`src/rtl/lcd_text_writer.sv`:
```
// Streams a 32-character text buffer to a 16x2 character LCD slave as Avalon-MM writes.
// Optional LCD_WRITER_AUTO_REFRESH_EN: any buffer write schedules a refresh by itself.
module lcd_text_writer (
    input  logic       clk,
    input  logic       reset,
    input  logic       char_we,
    input  logic [4:0] char_addr,
    input  logic [7:0] char_data,
    input  logic       update,
    output logic       busy,
    output logic       done,
    output logic       address,
    output logic       chipselect,
    output logic       write,
    output logic       read,
    output logic [7:0] writedata,
    input  logic       waitrequest
);

    typedef enum logic [1:0] {
        IDLE     = 2'd0,
        LINE_CMD = 2'd1,
        CHARS    = 2'd2,
        FINISH   = 2'd3
    } state_t;

    localparam logic [7:0] CMD_LINE1 = 8'h80;
    localparam logic [7:0] CMD_LINE2 = 8'hC0;
    localparam logic [7:0] SPACE     = 8'h20;

    state_t     state;
    logic       ln;
    logic [3:0] cc;
    logic       pending;
    logic       auto_start;
    logic       start;
    logic       accepted;
    logic [7:0] buffer [32];

    // The slave takes a transfer on any edge where we present and it is not stalling.
    assign accepted = chipselect & ~waitrequest;
    assign start    = update | pending | auto_start;
    assign read     = 1'b0;

    always_ff @(posedge clk or posedge reset) begin
        if (reset) begin
            for (int i = 0; i < 32; i++) begin
                buffer[i] <= SPACE;
            end
        end else if (char_we) begin
            buffer[char_addr] <= char_data;
        end
    end

    // Requests arriving while a refresh runs collapse into one follow-up refresh.
    always_ff @(posedge clk or posedge reset) begin
        if (reset) begin
            pending <= 1'b0;
        end else if (state == IDLE) begin
            pending <= 1'b0;
        end else if (update) begin
            pending <= 1'b1;
        end
    end

`ifdef LCD_WRITER_AUTO_REFRESH_EN
    logic dirty;

    always_ff @(posedge clk or posedge reset) begin
        if (reset) begin
            dirty <= 1'b0;
        end else if (char_we) begin
            dirty <= 1'b1;
        end else if (state == IDLE && start) begin
            dirty <= 1'b0;
        end
    end

    assign auto_start = dirty;
`else
    assign auto_start = 1'b0;
`endif

    always_ff @(posedge clk or posedge reset) begin
        if (reset) begin
            state      <= IDLE;
            ln         <= 1'b0;
            cc         <= 4'd0;
            busy       <= 1'b0;
            done       <= 1'b0;
            address    <= 1'b0;
            chipselect <= 1'b0;
            write      <= 1'b0;
            writedata  <= 8'h00;
        end else begin
            case (state)
                IDLE: begin
                    done <= 1'b0;
                    if (start) begin
                        ln    <= 1'b0;
                        cc    <= 4'd0;
                        state <= LINE_CMD;
                    end
                end

                LINE_CMD: begin
                    // Line 1 enters here idle and loads its command; line 2 arrives already loaded.
                    if (!chipselect) begin
                        busy       <= 1'b1;
                        chipselect <= 1'b1;
                        write      <= 1'b1;
                        address    <= 1'b0;
                        writedata  <= ln ? CMD_LINE2 : CMD_LINE1;
                    end else if (accepted) begin
                        cc        <= 4'd0;
                        address   <= 1'b1;
                        writedata <= buffer[{ln, 4'd0}];
                        state     <= CHARS;
                    end
                end

                CHARS: begin
                    // Characters are sampled when loaded, so stalled writes keep their byte.
                    if (accepted) begin
                        if (cc == 4'd15) begin
                            if (!ln) begin
                                ln        <= 1'b1;
                                cc        <= 4'd0;
                                address   <= 1'b0;
                                writedata <= CMD_LINE2;
                                state     <= LINE_CMD;
                            end else begin
                                busy       <= 1'b0;
                                done       <= 1'b1;
                                chipselect <= 1'b0;
                                write      <= 1'b0;
                                address    <= 1'b0;
                                state      <= FINISH;
                            end
                        end else begin
                            cc        <= cc + 4'd1;
                            writedata <= buffer[{ln, cc + 4'd1}];
                        end
                    end
                end

                FINISH: begin
                    done  <= 1'b0;
                    state <= IDLE;
                end

                default: begin
                    state <= IDLE;
                end
            endcase
        end
    end

endmodule

```
`config.mk`:
```
export PLATFORM = sky130hd
export DESIGN_NAME = lcd_text_writer
export DESIGN_NICKNAME = d
export VERILOG_FILES = /design/src/rtl/lcd_text_writer.sv
export SDC_FILE = /design/constraint.sdc
export NUM_CORES = 1
export LEC_CHECK = 0
export ABC_AREA = 1
export CAP_MARGIN = 20
export CORE_MARGIN = 3
export CORE_UTILIZATION = 35
export CTS_CLUSTER_DIAMETER = 150
export CTS_CLUSTER_SIZE = 25
export DETAILED_ROUTE_END_ITERATION = 8
export HOLD_SLACK_MARGIN = 0.08
export SYNTH_ARGS = -nofsm -noshare
export SYNTH_HDL_FRONTEND = slang
export SYNTH_SLANG_ARGS = --single-unit
```
`constraint.sdc`:
```
create_clock -name clk -period 13.22 [get_ports clk]
set_input_delay 2.644 -clock clk [delete_from_list [all_inputs] [get_ports clk]]
set_output_delay 2.644 -clock clk [all_outputs]
set_load 0.02 [all_outputs]
```
======== Word-level counts from Yosys, hierarchy flattened ========
Cells that the tools add are included.
word-level totals
  bits of input ports ..................... 18
  flip-flop bits (word level) ............. 276
  logic and storage cells ................. 132
cells by class
  bitwise gates (word level) .............. 6
  reduce and logical (&&, ||, !) cells .... 16
  multiplexer cells ....................... 51
  add/subtract/negate cells ............... 1
  equal/unequal tests ..................... 13
  $lt $le $gt $ge ......................... 4
operators with widths
  cell                 count
  $bwmux 256           1
  $bmux 8 s5           2
  $mux 8               10
  $demux 8 s5          1
  $mux 4               6
  $reduce_and 4->1     5
  $ge 6x6->1 const B   3
  $not 5->6            3
  $mux 1               16
  $pmux 8 s2           1
  $ne 2x2->1 const B   7
  $mux 2               6
  $pmux 4 s3           1
  $pmux 1 s2           5
  $reduce_and 5->1     2
  $pmux 2 s4           1
  $reduce_bool 2->1    4
  $mux 7               1
  $lt 6x1->1 const B   1
  $ne 3x3->1 const B   2
  $reduce_and 6->1     1
  $add 4x1->4 const B  1
  $eq 2x2->1 const B   2
  $eq 4x4->1 const B   1
  8 further kinds      8

======== Logic depth before layout (Yosys ltp) ========
Gate-level depths: netlist (run 1).
  depth in word-level cells ............... 8
  depth in mapped cells ................... 14

======== Least setup slack after synthesis (run 1) ========
No wires, ideal clock.
  kind .................................... input to register
  start ................................... in waitrequest
  end ..................................... reg cc[3]
  stages .................................. 6
  setup time .............................. 0.125 ns
  path buffers ............................ 0
  setup slack ............................. 9.401 ns
  arrival time ............................ 3.694 ns
  required time ........................... 13.095 ns
  cell sequence ........................... nor2_1 inv_1 nand2_1 nand3b_1 nor3_1 mux2_2
on the way
  cells in the longest elaborated chain, start to end .. 4
  elaborated cells between the ends (all ways) .. 5
ends and longest elaborated chain
  what                                   line  RTL
  from (decl)                            17    input logic waitrequest
  $not 1->1 (*)                          41    assign accepted = chipselect & ~waitrequest;
  $and 1x1->1 (*)                        41
  $ne 2x2->1 (no source line)            -
  $reduce_and 6->1 (no source line) (*)  -
  to (signal assigned)                   141   cc <= cc + 4'd1;
  to (decl)                              33    logic [3:0] cc;
Mark *: on every way between the ends. The rest lies on a longest branch, timed or not.
A chain may end at the register's enable or synchronous reset.

======== Worst setup path in the final report (run 1) ========
  start ................................... in char_addr[1]
  end ..................................... reg buffer[207] in the netlist's numbering
on the way
  cells in the longest elaborated chain, start to end .. 6
  elaborated cells between the ends (all ways) .. 7
ends and longest elaborated chain
  what                                                            line  RTL
  from (decl)                                                     7     input logic [4:0] char_addr,
  $not 5->6 (implied by the code) (*)                             51    buffer[char_addr] <= char_data;
  $ge 6x6->1 (implied by the code) or $lt 6x1->1 (tied branches)  51
  $logic_and 1x1->1 (implied by the code)                         51
  $mux 8 (implied by the code)                                    51
  $demux 8 s5 (*)                                                 51
  $bwmux 256 (*)                                                  51
  to (signal, indexed assignment)                                 51
  to (decl)                                                       38    logic [7:0] buffer [32];
Marked as above.

==> results of run 1 <==
-- registers in the layout, indices dropped and copies added, names as in the netlist --
name	cells
write	1
buffer	256
cc	4
done	1
state	2
pending	1
writedata	8
ln	1
address	1
chipselect	1
-- logic make-up after synthesis --
group | Yosys count
buf+inv | 229
compound gates | 358
xor+xnor | 3
simple gates | 826
flops | 276
other cells | 1
fa+ha+maj | 5
mux | 1
-- worst paths after layout --
kind / to / cells past startpoint / from / slack [ps]
setup / recovery: buffer[207]$_DFFE_PP0P_ / 5 / char_addr[1] / 8580
hold / removal: buffer[172]$_DFFE_PP0P_ / 2 / buffer[172]$_DFFE_PP0P_ / 490
min in group asynchronous: buffer[24]$_DFFE_PP0P_ / 2 / reset / 2700
setup reg to reg: writedata[4]$_DFFE_PP0P_ / 12 / cc[0]$_DFFE_PP0P_ / 9830
hold reg to reg: buffer[172]$_DFFE_PP0P_ / 2 / buffer[172]$_DFFE_PP0P_ / 490
max in group asynchronous: cc[0]$_DFFE_PP0P_ / 3 / reset / 8820
-- cells in the final DEF, fill, tap and decap left out, drive strengths merged --
cell type,instances
a21oi,12
a2bb2oi,1
dfrtp,244
xnor2,2
nor4,1
inv,124
mux2,1
xor2,1
ha,5
dfstp,32
nor2,74
conb,1
nand3b,1
a31oi,1
o31ai,1
nand3,142
clkdlybuf4s50,30
nand2,595
nor3,13
clkbuf,22
buf,13
o21ai,331
o22ai,1
clkinv,1
o211ai,11
-- worst min-delay path, delay by kind of cell, from the launching register on --
family / cells / cell delay (ps)
flops: 1 / 350
compound gates: 1 / 60
simple gates: 1 / 50
-- layout make-up --
cell class                      count  area [um2]  share of cell area [%]
Sequential cell                   276        6950                    48.8
Multi-Input combinational cell   1194        5330                    37.4
Tap cell                          504         631                    4.43
Inverter                          123         469                    3.30
Timing Repair Buffer               43         418                    2.93
Clock buffer                       22         402                    2.82
Clock inverter                      2        38.8                   0.272
-- report_power, final --
group          switching (uW)  leakage [uW]  internal, uW
combinational             748       0.00290           336
clock                     292      0.000209           220
sequential               91.3       0.00343          1040
-- per-stage QoR --
| step | utilization [%] | area (um2) | power (uW) |
|---|---|---|---|
| 3_5_place_dp | 37.4 | 13800 | 2220 |
| 4_1_cts | 38.6 | 14200 | 2730 |
| 3_3_place_gp | 37.3 | 13800 | 2200 |
| 5_1_grt | 38.6 | 14200 | 2930 |
| 2_1_floorplan | - | 13200 | 1890 |
| 6_report | 38.6 | 14200 | 2720 |
-- layer usage --
metal / vias up / GRT usage [%]
li1: 5339 / -
met3: 61 / 1.81
met1: 5273 / 27.5
met4: 0 / 5.45
met5: - / 0
met2: 335 / 29.2
==> impl_metrics.tcl, run 1 <==
set metrics [dict create \
    run_status "finished clean" \
    synth-edff-count 0 \
    pin_count 32 \
    slew_headroom_pct 25.5 \
    worstSetupPathType "input port to flip-flop" \
    cts_tree "yes" \
    syn_area_per_cell_um2 7.75 \
    yosysMostFrequentCell "nand2_1" \
    clk_root_buffer_cell "clkbuf_16" \
    final_nets 1676 \
    powerDensity_nw_per_um2 191 \
    holdWs_ps 490 \
    synth_commonest_cells "595 x nand2_1, 329 x o21ai_0, 244 x dfrtp_1" \
    cts_sinks 276 \
    antenna_cells 0 \
    min_path_type "flip-flop to flip-flop" \
    final_antenna_net_count 0 \
    insertion_delay_ps 510 \
    hold_buffers 0 \
    cts_made_buffers 15 \
    die_area_um2 40000 \
    worstPathMaxFanout 16 \
    post_cts_resized 0 \
    grt_max_degree 137 \
    synth_mux_area_share_pct 0.0856 \
    leakage_uw 0.00654 \
    dr.pass1.iters 5 \
    cts_max_path_buffers 3 \
    cp-start-kind "input port" \
    layout-drive-gt1-share_pct 5.00 \
    finalSetupViolations 0 \
    syn_inst 1699 \
    top_layer "met4" \
    crit_chain "clkdlybuf4s50_1, inv_2, nor3_2, nand2_1, o21ai_0" \
    drv_slew 0 \
    post_cts_buffers 0 \
    overflow 0 \
    maxCapViolations 0 \
    cpLargestDelayFamily "simple AND/OR/NAND/NOR gates" \
    synthXorXnorAreaFrac_pct 0.200 \
    critPathRequiredTime_ps 13620 \
    n_fill_cell 3789 \
    place_ws_ps 8070 \
    vias_per_cell 5.09 \
    vdd_drop_max_mv 0.142 \
    route.met3.wl_mm 1.93 \
    die_x_um 200 \
    ys_top_cells_by_area "dfrtp_1 46%, nand2_1 17%, o21ai_0 13%" \
    antenna_found_initial 0 \
    synth_top_area_share_pct 46.4 \
    synth_nets 1722 \
    yosysTopAreaCell "dfrtp_1" \
    vias 11000 \
    drt_iter0_markers 1011 \
    ys.flop_type "dfrtp_1" \
    dp_hpwl_mm 22.9 \
    crit_path_end_kind "flip-flop" \
    cp_num_buf_inv 2 \
    rows 70 \
    layoutNonFillerInstCount 2164 \
    cts_max_level 1 \
    synth_compound_area_share_pct 13.9 \
    ys_seq_area_share_pct 52.8 \
    core_area_um2 36900 \
    skew_ps 26.1 \
    routedWlPerCell_um 17.0 \
    yosys.area_share.simple_pct 25.6 \
    initial_core_util_pct 35.7 \
    rsz0062_at_grt "no" \
    fin_crit_ps 4640 \
    slowest_delay_ps 790 \
    met2RoutedLength_mm 16.9 \
    clkTransAtPathRegs_ps 100 \
    numPlacedInstances 2140 \
    yosys_warnings 0 \
    fin_crit_sh_pct 35.1 \
    gp_congestion 0.853 \
    wl_met1_mm 17.0 \
    fmax_mhz 215 \
    ys_types 31 \
    die_h_um 200 \
    synth_top_family_by_area "simple AND/OR/NAND/NOR gates" \
    syn-cell-area_um2 13200 \
    grt_pass1_vias 10200 \
    io_buffers 30 \
    slowest_stage "nor3_2" \
    tns_ps 0 \
    worst_slack_ps 8580 \
    ys_seq_elements 276 \
    syn_to_final_growth_pct 8.20 \
    drt_wl_total_mm 36.8 \
    grt_usage_pct 18.6 \
    tightestPinTransition_ps 1120 \
    grt_pass1_wl_mm 58.9 \
    synth_fa_ha_area_share_pct 0.475 \
    worst-endpoint-arrival_ps 5050 \
    timing_hold_violations_final 0 \
    synthArstFlopShare_pct 100 \
    drc_errors 0 \
]
Note: power is estimated with default switching activity, not from simulation.
==> inputs of run 2 (changes only) <==
==> constraint.sdc (replaced) <==
create_clock -name clk -period 4.1 [get_ports clk]
set_input_delay 0.82 -clock clk [delete_from_list [all_inputs] [get_ports clk]]
set_output_delay 0.82 -clock clk [all_outputs]
set_load 0.02 [all_outputs]
==> run 2 against run 1 <==
  * Critical path depth unchanged
  * Sequential share of layout area is 0.41 points lower
  * Cell count grew 0.51%
  * Flip-flop and latch count unchanged
  * Combinational power rose to 3.3 times the previous value
  * Power increased to 3.3 times the previous value
  * Count of clock-buffer cells in the layout is the same
  * Global-route usage increased by 0.47 points
  * Critical endpoint is now buffer[236]$_DFFE_PP0P_
==> impl_metrics.tcl, run 2 (synthesis gave the netlist of run 1 again) <==
set metrics [dict create \
    fmax_mhz 356 \
    grt_pass1_vias 10300 \
    routedWlPerCell_um 17.3 \
    vias_per_cell 5.01 \
    drt_wl_total_mm 37.5 \
    post_cts_resized 0 \
    clkTransAtPathRegs_ps 90 \
    final_core_util_pct 38.9 \
    power.total_uw 8860 \
    powerDensity_nw_per_um2 617 \
    holdWs_ps 486 \
    cts_sinks 276 \
    die_area_um2 40000 \
    pin_count 32 \
    timing_hold_violations_final 0 \
    largest_register_ffs 256 \
    min_path_type "flip-flop to flip-flop" \
    hold_buffers 0 \
    drv_slew 0 \
    insertion_delay_ps 500 \
    cts_tree "yes" \
    antenna_cells 0 \
    grt_max_degree 159 \
    cp-start-kind "input port" \
    largest_registers "buffer: 256 flops, writedata: 8 flops, cc: 4 flops" \
    leakage_uw 0.00661 \
    clk_root_buffer_cell "clkbuf_16" \
    maxCapViolations 0 \
    overflow 0 \
    syn_to_final_growth_pct 9.12 \
    vias 10900 \
    worstPathMaxFanout 16 \
    run_status "finished clean" \
    gp_congestion 0.898 \
    fin_crit_sh_pct 68.5 \
    die_h_um 200 \
    cts_max_level 1 \
    skew_ps 26.3 \
    initial_core_util_pct 35.7 \
    die_x_um 200 \
    final_nets 1688 \
    post_cts_buffers 0 \
    rsz0062_at_grt "no" \
    crit_chain "clkdlybuf4s50_1, inv_2, nor3_2, nand2_1, o21ai_0" \
    critPathRequiredTime_ps 4500 \
    grt_pass1_wl_mm 60.0 \
    stdcell_area_um2 14400 \
    cp_num_buf_inv 2 \
    place_area_um2 13900 \
    dp_hpwl_mm 23.6 \
    hold_start "buffer[182]$_DFFE_PP0P_" \
    slowest_delay_ps 780 \
    vdd_drop_max_mv 0.341 \
    slowest_stage "nor3_2" \
    regMostFlops "buffer" \
    slew_headroom_pct 30.5 \
    layout-drive-gt1-share_pct 5.63 \
    tightestPinTransition_ps 1040 \
    cts_max_path_buffers 3 \
    worst-endpoint-arrival_ps 3210 \
    worst_slack_ps 1290 \
    place_ws_ps 842 \
    crit_path_end_kind "flip-flop" \
    final_cell_mix "595 x nand2_1, 329 x o21ai_0, 243 x dfrtp_1" \
    cpLargestDelayFamily "simple AND/OR/NAND/NOR gates" \
    drc_errors 0 \
    finalSetupViolations 0 \
    crit_start "char_addr[1]" \
    grt_usage_pct 19.0 \
    antenna_found_initial 1 \
    cts_made_buffers 15 \
    drt_iter0_markers 1115 \
    final_antenna_net_count 0 \
    fin_crit_ps 2810 \
    timing.rr.start "cc[0]$_DFFE_PP0P_" \
    dr.pass1.iters 5 \
    final_common_cell "nand2_1" \
    rows 70 \
    io_buffers 30 \
    core_area_um2 36900 \
    worstSetupPathType "input port to flip-flop" \
]
==> run 2: where the power goes <==
group	total [uW]	switching (uW)	internal [uW]
logic	3570	2440	1130
registers	3640	298	3340
clock network	1650	945	703
total	8860	3680	5180
==> run 2: path summary, 6_finish.rpt <==
kind                       slack (ps)                  endpoint  cells past startpoint
setup / recovery                 1290   buffer[236]$_DFFE_PP0P_                      5
hold / removal                    490   buffer[182]$_DFFE_PP0P_                      2
setup reg to reg                 1450  writedata[2]$_DFFE_PP0P_                     11
hold reg to reg                   490   buffer[182]$_DFFE_PP0P_                      2
max in group asynchronous        2600   buffer[207]$_DFFE_PP0P_                      3
min in group asynchronous         610    buffer[15]$_DFFE_PP0P_                      2
==> run 2: area by class of cell <==
cell class / instances / area (um2)
clock buffer: 22 / 402
clock inverter: 1 / 30.0
fill: 3769 / 22500
inverter: 123 / 465
multi-input combinational: 1194 / 5320
sequential: 276 / 6950
tap: 504 / 631
timing repair buffer: 55 / 563
==> run 2: through the flow <==
step	setup TNS, ps	instances
3_3_place_gp	0	2152
2_1_floorplan	-84240	1699
5_1_grt	0	2175
6_report	0	2175
3_5_place_dp	0	2152
4_1_cts	0	2175
==> run 2: routing by layer <==
| layer | track usage [%] | wire (um) |
|---|---|---|
| met5 | 0 | 0 |
| met4 | 5.01 | 967 |
| met3 | 2.08 | 1740 |
| met2 | 30.7 | 17300 |
| met1 | 27.6 | 17500 |
==> run 2: tightest hold or removal path, delay by kind of cell, from the launching register on <==
kind	cells	cell delay, ps
DFF	1	340
and+or+nand+nor	1	50
AOI/OAI and AO/OA	1	60
